### src/rtl/alu_core_pipe.sv
// Two-stage pipelined ALU with valid/ready handshakes, flags, CRC-3 tag and completion counter.
// Optional shifter (SLL/SRL on opcodes 110/111) is built only when ALU_CORE_PIPE_SHIFT_EN is defined.
module alu_core_pipe #(
    parameter int WIDTH = 32,
    parameter int CNT_W = 16
) (
    input  logic             clk,
    input  logic             rst,
    input  logic             in_valid,
    output logic             in_ready,
    input  logic [WIDTH-1:0] in_a,
    input  logic [WIDTH-1:0] in_b,
    input  logic [2:0]       in_op,
    output logic             out_valid,
    input  logic             out_ready,
    output logic [WIDTH-1:0] out_res,
    output logic [3:0]       out_flags,
    output logic [2:0]       out_crc,
    output logic             out_err,
    output logic [CNT_W-1:0] done_cnt
);

    typedef enum logic [2:0] {
        OP_AND = 3'b000,
        OP_OR  = 3'b001,
        OP_ADD = 3'b100,
        OP_SUB = 3'b101,
        OP_SLL = 3'b110,
        OP_SRL = 3'b111
    } aluOp_e;

`ifdef ALU_CORE_PIPE_SHIFT_EN
    localparam int SHW = $clog2(WIDTH);
`endif

    logic             s1Valid_q;
    logic [WIDTH-1:0] s1Res_q;
    logic [3:0]       s1Flags_q;
    logic             s1Err_q;

    logic             s2Valid_q;
    logic [WIDTH-1:0] s2Res_q;
    logic [3:0]       s2Flags_q;
    logic [2:0]       s2Crc_q;
    logic             s2Err_q;

    logic [CNT_W-1:0] doneCnt_q;
    logic [CNT_W-1:0] doneCnt_d;

    logic [WIDTH-1:0] s1Res_d;
    logic [3:0]       s1Flags_d;
    logic             s1Err_d;
    logic [2:0]       s2Crc_d;
    logic [WIDTH:0]   sumWide;
    logic             carry;
    logic             ovf;

    logic advance;
    logic accept;
    logic complete;

    // Serial CRC-3 (x^3+x+1), MSB first, zero init.
    function automatic logic [2:0] crc3(input logic [WIDTH+4:0] msg);
        logic [2:0] c;
        logic       fb;
        c = 3'b000;
        for (int i = WIDTH + 4; i >= 0; i--) begin
            fb = c[2] ^ msg[i];
            c  = {c[1:0], 1'b0} ^ (fb ? 3'b011 : 3'b000);
        end
        return c;
    endfunction

    assign advance  = !s2Valid_q || out_ready;
    assign in_ready = advance || !s1Valid_q;
    assign accept   = in_valid && in_ready;
    assign complete = s2Valid_q && out_ready;

    always_comb begin
        s1Res_d = '0;
        sumWide = '0;
        carry   = 1'b0;
        ovf     = 1'b0;
        s1Err_d = 1'b0;
        case (in_op)
            OP_AND: s1Res_d = in_a & in_b;
            OP_OR:  s1Res_d = in_a | in_b;
            OP_ADD: begin
                sumWide = {1'b0, in_a} + {1'b0, in_b};
                s1Res_d = sumWide[WIDTH-1:0];
                carry   = sumWide[WIDTH];
                ovf     = (in_a[WIDTH-1] == in_b[WIDTH-1]) && (s1Res_d[WIDTH-1] != in_a[WIDTH-1]);
            end
            OP_SUB: begin
                // The extra top bit of the wide difference is the unsigned borrow.
                sumWide = {1'b0, in_a} - {1'b0, in_b};
                s1Res_d = sumWide[WIDTH-1:0];
                carry   = sumWide[WIDTH];
                ovf     = (in_a[WIDTH-1] != in_b[WIDTH-1]) && (s1Res_d[WIDTH-1] != in_a[WIDTH-1]);
            end
`ifdef ALU_CORE_PIPE_SHIFT_EN
            OP_SLL: s1Res_d = in_a << in_b[SHW-1:0];
            OP_SRL: s1Res_d = in_a >> in_b[SHW-1:0];
`endif
            default: s1Err_d = 1'b1;
        endcase
        s1Flags_d = s1Err_d ? 4'b0000 : {carry, ovf, (s1Res_d == '0), s1Res_d[WIDTH-1]};
    end

    always_comb begin
        s2Crc_d   = s1Err_q ? 3'b000 : crc3({s1Res_q, 1'b0, s1Flags_q});
        doneCnt_d = doneCnt_q + CNT_W'(1);
    end

    // Data registers load only with real operations so idle outputs keep the last response.
    always_ff @(posedge clk or posedge rst) begin
        if (rst) begin
            s1Valid_q <= 1'b0;
            s1Res_q   <= '0;
            s1Flags_q <= 4'b0000;
            s1Err_q   <= 1'b0;
            s2Valid_q <= 1'b0;
            s2Res_q   <= '0;
            s2Flags_q <= 4'b0000;
            s2Crc_q   <= 3'b000;
            s2Err_q   <= 1'b0;
            doneCnt_q <= '0;
        end else begin
            if (in_ready) begin
                s1Valid_q <= accept;
                if (accept) begin
                    s1Res_q   <= s1Res_d;
                    s1Flags_q <= s1Flags_d;
                    s1Err_q   <= s1Err_d;
                end
            end
            if (advance) begin
                s2Valid_q <= s1Valid_q;
                if (s1Valid_q) begin
                    s2Res_q   <= s1Res_q;
                    s2Flags_q <= s1Flags_q;
                    s2Crc_q   <= s2Crc_d;
                    s2Err_q   <= s1Err_q;
                end
            end
            if (complete) begin
                doneCnt_q <= doneCnt_d;
            end
        end
    end

    assign out_valid = s2Valid_q;
    assign out_res   = s2Res_q;
    assign out_flags = s2Flags_q;
    assign out_crc   = s2Crc_q;
    assign out_err   = s2Err_q;
    assign done_cnt  = doneCnt_q;

endmodule

### config.mk
export PLATFORM = sky130hd
export DESIGN_NAME = alu_core_pipe
export DESIGN_NICKNAME = d
export VERILOG_FILES = /design/src/rtl/alu_core_pipe.sv
export SDC_FILE = /design/constraint.sdc
export NUM_CORES = 1
export LEC_CHECK = 0
export BUFFER_PORTS_ARGS = -buffer_cell sky130_fd_sc_hd__buf_2
export CORE_MARGIN = 5
export CORE_UTILIZATION = 33
export CTS_CLUSTER_DIAMETER = 60
export DETAILED_ROUTE_END_ITERATION = 8
export GPL_TIMING_DRIVEN = 0
export PLACE_DENSITY = 0.57
export SLEW_MARGIN = 20
export SYNTH_ARGS = -nofsm -noshare
export SYNTH_HDL_FRONTEND = slang
export SYNTH_SLANG_ARGS = --single-unit
### constraint.sdc
create_clock -name clk -period 3.1 [get_ports clk]
set_clock_uncertainty 0.1 [all_clocks]
set_input_delay 0.775 -clock clk [delete_from_list [all_inputs] [get_ports clk]]
set_output_delay 0.775 -clock clk [all_outputs]
set_load 0.02 [all_outputs]
# Yosys cells after proc, flatten, opt, wreduce, memory -nomap -nowiden

Cells that the tools add are included.

Input bits: 71
Logic and storage cells: 149
Register bits after elaboration: 95
Output and inout port bits: 58

$add $sub $neg: 3
Bitwise gates (word level): 73
Reduce and logical (&&, ||, !) cells: 13
Equality and inequality tests: 7
Multiplexer cells: 43

Operator list:

| cell                    | number |
|---|---|
| $pmux W32 S4            | 1 |
| $xor A3 B2 Y3           | 36 |
| $mux W2                 | 37 |
| $xor A1 B1 Y1           | 34 |
| $add A32 B32 Y33        | 1 |
| $sub A32 B32 Y33        | 1 |
| $and A32 B32 Y32        | 1 |
| $logic_not A32 Y1       | 1 |
| $or A32 B32 Y32         | 1 |
| $add A16 B1 Y16 const B | 1 |
| $eq A3 B3 Y1 const B    | 2 |
| $logic_and A1 B1 Y1     | 4 |
| $mux W4                 | 1 |
| $pmux W1 S2             | 2 |
| $reduce_and A2 Y1       | 2 |
| $reduce_or A4 Y1        | 1 |
| $eq A3 B1 Y1 const B    | 1 |
| $logic_not A3 Y1        | 1 |
| $mux W3                 | 1 |
| $ne A1 B1 Y1            | 3 |
| $logic_not A1 Y1        | 2 |
| $logic_or A1 B1 Y1      | 2 |
| $eq A1 B1 Y1            | 1 |
| $mux W1                 | 1 |
| $xor A1 B1 Y1 const A   | 1 |

# Longest topological paths before layout

Depth in word-level cells: 108
Depth in mapped cells: 15

# Least setup slack after synthesis

Ideal clock, no wire load.

Path type: input to register
Start: in in_a[0]
End: reg s1Flags_q[1]
Data required time: 2934 ps
Cell stages on the path: 13
Arrival: 3707 ps
Setup time: 66 ps
Setup slack: -773 ps
Cells stage by stage: ha_1 fa_1 a21o_1 a2111oi_1 o211a_1 o31ai_1 a211oi_1 o31ai_1 a31oi_1 mux2_2 a211oi_1 nand4_1 nand2_1

Longest elaborated chain between the ends: 4

RTL lines:

| element                                  | line | text |
|---|---|---|
| from (decl)                              | 11   | `input logic [WIDTH-1:0] in_a,` |
| $sub A32 B32 Y33 (tied with other cells) | 96   | `sumWide = {1'b0, in_a} - {1'b0, in_b};` |
| $pmux W32 S4 (*)                         | 85   | `case (in_op)` |
| $logic_not A32 Y1 (*)                    | 107  | `s1Flags_d = s1Err_d ? 4'b0000 : {carry, ovf, (s1Res_d == '0), s1Res_d[WIDTH-1]};` |
| $mux W4 (*)                              | 107  |  |
| to (signal assigned)                     | 133  | `s1Flags_q <= s1Flags_d;` |
| to (decl)                                | 38   | `logic [3:0] s1Flags_q;` |

Mark *: on every way between the ends. The rest lies on a longest branch, timed or not.
A chain may end at the register's enable or synchronous reset.

# Worst setup path in the final report

Start: in in_a[19]
End: reg s1Flags_q[1]

The elaborated chain is that of the path after synthesis.

==> flow_metrics.py <==
metrics = {
    "floorplanning": {
        "die_width_um": 180,
        "io_pins": 129,
        "coreArea_sq_um": 28500,
        "fp.dieH_um": 180,
        "rows": 62,
        "die_area_sq_um": 32300,
        "start_util_pct": 33.3,
    },
    "synthesis": {
        "syn-cell-area_sq_um": 9510,
        "ys_seq_area_share_pct": 24.5,
        "async_reset_ff_share_pct": 100,
        "syn_nets": 1319,
        "ys_warn_count": 0,
        "synth-edff-count": 0,
        "ys_seq_elements": 93,
        "ys.flop_type": "dfrtp_1",
        "synth_cell_types": 87,
        "syn_inst": 1149,
        "syn_area_per_cell_sq_um": 8.27,
    },
    "global_routing": {
        "grt_usage_pct": 20.0,
        "first_global_vias": 9316,
        "grt_max_degree": 34,
        "grt_pass1_wl_um": 52900,
        "grt_overflow": 0,
        "antenna_found_initial": 1,
    },
    "power_and_ir_drop": {
        "vdd.ir_drop.worst_mv": 0.352,
        "p_leak_nw": 5.50,
        "cellPowerDensity_nw_per_um2": 471,
    },
    "sta": {
        "rsz0062_at_grt": "yes",
        "hold_slack_ns": 0.298,
        "tightest_slew_ns": 1.04,
        "slew_violations": 0,
        "fin_crit_ns": 3.88,
        "clock.fmax_mhz": 257,
        "setup_violations": 18,
        "maxSlewHeadroom_pct": 30.6,
        "setup_slack_ns": -0.784,
        "fin_crit_sh_pct": 125,
        "hold_viol": 0,
    },
    "placement": {
        "pre_cts_ws_ns": -2.40,
        "place_area_sq_um": 11000,
        "dpl.hpwl_um": 26900,
        "port-buffer-count": 126,
        "gp_congestion": 0.914,
    },
    "clock_network": {
        "clk_latency_ns": 0.33,
        "cts_root_buf": "clkbuf_16",
        "cts_max_level": 3,
        "cts_hold_buffers": 0,
        "cts_max_path_buffers": 2,
        "clkTransAtPathRegs_ns": 0.07,
        "cts_sinks": 93,
        "cts_tree": "done",
        "cts_buffers": 9,
    },
    "critical_path": {
        "arrival_ns": 4.06,
        "r2r_slack_ns": 0.33,
        "start_kind": "primary input",
        "crit_required_ns": 3.27,
        "end_kind": "flop",
        "path_class": "in -> reg",
        "crit_fanout": 10,
    },
    "outcome": {
        "failed_checks": "negative setup slack",
        "status": "finished with violations",
    },
    "final_layout": {
        "finalNetCount": 1494,
        "layout-drive-gt1-share_pct": 31.8,
        "nFillCells": 2977,
        "area.sequential_sq_um": 2330,
        "multi_input_area_sq_um": 7400,
        "final_common_cell": "buf_2",
        "area_growth_pct": 29.8,
        "design_area_sq_um": 12300,
        "final_cell_mix": "121 x buf_2, 93 x dfrtp_1, 85 x nor2_1",
    },
    "routing": {
        "vias_per_cell": 5.62,
        "drt-initial-drc-count": 814,
        "firstDrtPassIters": 6,
        "routedWlPerCell_um": 19.9,
        "drc": 0,
        "drt-total-wl_um": 34100,
        "routed-via-count": 9621,
        "ant_nets": 0,
    },
    "flow_run": {
        "max-cap-violations": 0,
    },
    "min_path": {
        "hp-class": "in -> async",
    },
}
path summary, 6_finish.rpt:
kind	start	to	cells past startpoint
max in group asynchronous	rst	s1Res_q[23]	4
max	in_a[19]	s1Flags_q[1]	14
min	rst	done_cnt[3]	2
min reg2reg	done_cnt[15]	done_cnt[15]	1
max reg2reg	out_valid	s1Flags_q[1]	11
min in group clk	done_cnt[15]	done_cnt[15]	1
what timing repair did:
item | in CTS | in global routing
pin swaps | 57 | 45
gates resized for setup | 115 | 74
setup endpoints to repair | 32 | 22
setup buffers | 27 | 20
gates cloned | 0 | 1
where the power goes:
part / internal [mW] / switching (mW) / total, mW
Sequential: 1.46 / 0.218 / 1.68
Combinational: 1.38 / 1.68 / 3.06
Clock: 0.624 / 0.452 / 1.08
cells by family (layout without fill, tap and decap cells):
logic type / Yosys count / count (layout) / share of synthesized area (%)
and+or+nand+nor: 351 / 351 / 18.8
AOI/OAI and AO/OA: 320 / 320 / 24.1
buffers and inverters: 164 / 343 / 6.65
adders and majority gates: 99 / 99 / 13.2
DFF: 93 / 93 / 24.5
xor gates and xnor gates: 62 / 62 / 5.71
muxes: 60 / 60 / 7.09
other: 0 / 1 / 0
area by class of cell:
class	count	share of cell area [%]
plain buffers	59	2.74
clock inverters	5	0.487
flip-flops and latches	93	18.9
multi-input cells	892	60.0
diodes	1	0.0203
inverters	98	3.20
clock buffers	10	1.86
well taps	384	3.89
repair buffers	171	8.95
routing by layer:
layer / GRT usage [%] / up-vias / wire length [um]
li1: - / 4509 / -
met1: 27.8 / 4670 / 15500
met2: 32.7 / 387 / 15600
met3: 3.15 / 55 / 2190
met4: 4.72 / 0 / 788
met5: 0 / - / 0
stage by stage:
stage	power, mW	util, %	TNS (ns)	instances
floorplan	3.74	-	-3.77	1149
global placement	4.47	38.4	-37.82	1659
detailed placement	4.51	38.6	-37.62	1662
CTS	5.73	41.7	-5.50	1697
global route	6.17	43.2	-7.11	1713
finish	5.82	43.2	-5.76	1713
flip-flops by register name (all words and copies together) (netlist names):
name,flops
out_valid,1
out_res,31
s1Err_q,1
out_flags,4
out_crc,3
done_cnt,16
s1Valid_q,1
out_err,1
s1Res_q,32
s1Flags_q,3
cells in the mapped netlist, types with 8 or more instances:
cell        n  area share [%]
dfrtp_1    93              24
o211ai_1   17             1.3
nand2_1    82             3.2
mux2_2     49             5.8
xnor2_1    50             4.6
o21bai_1    8            0.63
a31oi_1    12            0.79
mux2i_1    10             1.1
ha_1       97              13
a21oi_1    65             3.4
nor2_1     86             3.4
nor2b_1    15            0.99
nand3_1    26             1.4
o31ai_1    15             1.2
nor3_1     33             1.7
clkbuf_1   59             2.3
o2111ai_1  11             1.0
xor2_1     12             1.1
nand2b_1   17             1.1
or3_1      11            0.72
o21ai_0    58             3.1
nand4_1    12            0.79
and2_1     10            0.66
a211oi_1   21             1.7
nor4_1     10            0.66
a21o_1     13             1.0
o21a_1      9            0.71
inv_1      98             3.9
critical path, stage by stage:
cell and delay, ns:
buf_2 0.10, inv_1 0.04, ha_1 0.32, clkbuf_1 0.38, nand3_1 0.25, nor3_1 0.36, nand3_1 0.12, o21ai_1 0.39
o211ai_1 0.19, a211oi_2 0.40, nand3_1 0.15, nor4_2 0.36, nand4_1 0.14, nand2_1 0.08
Note: power is estimated with default switching activity, not from simulation.
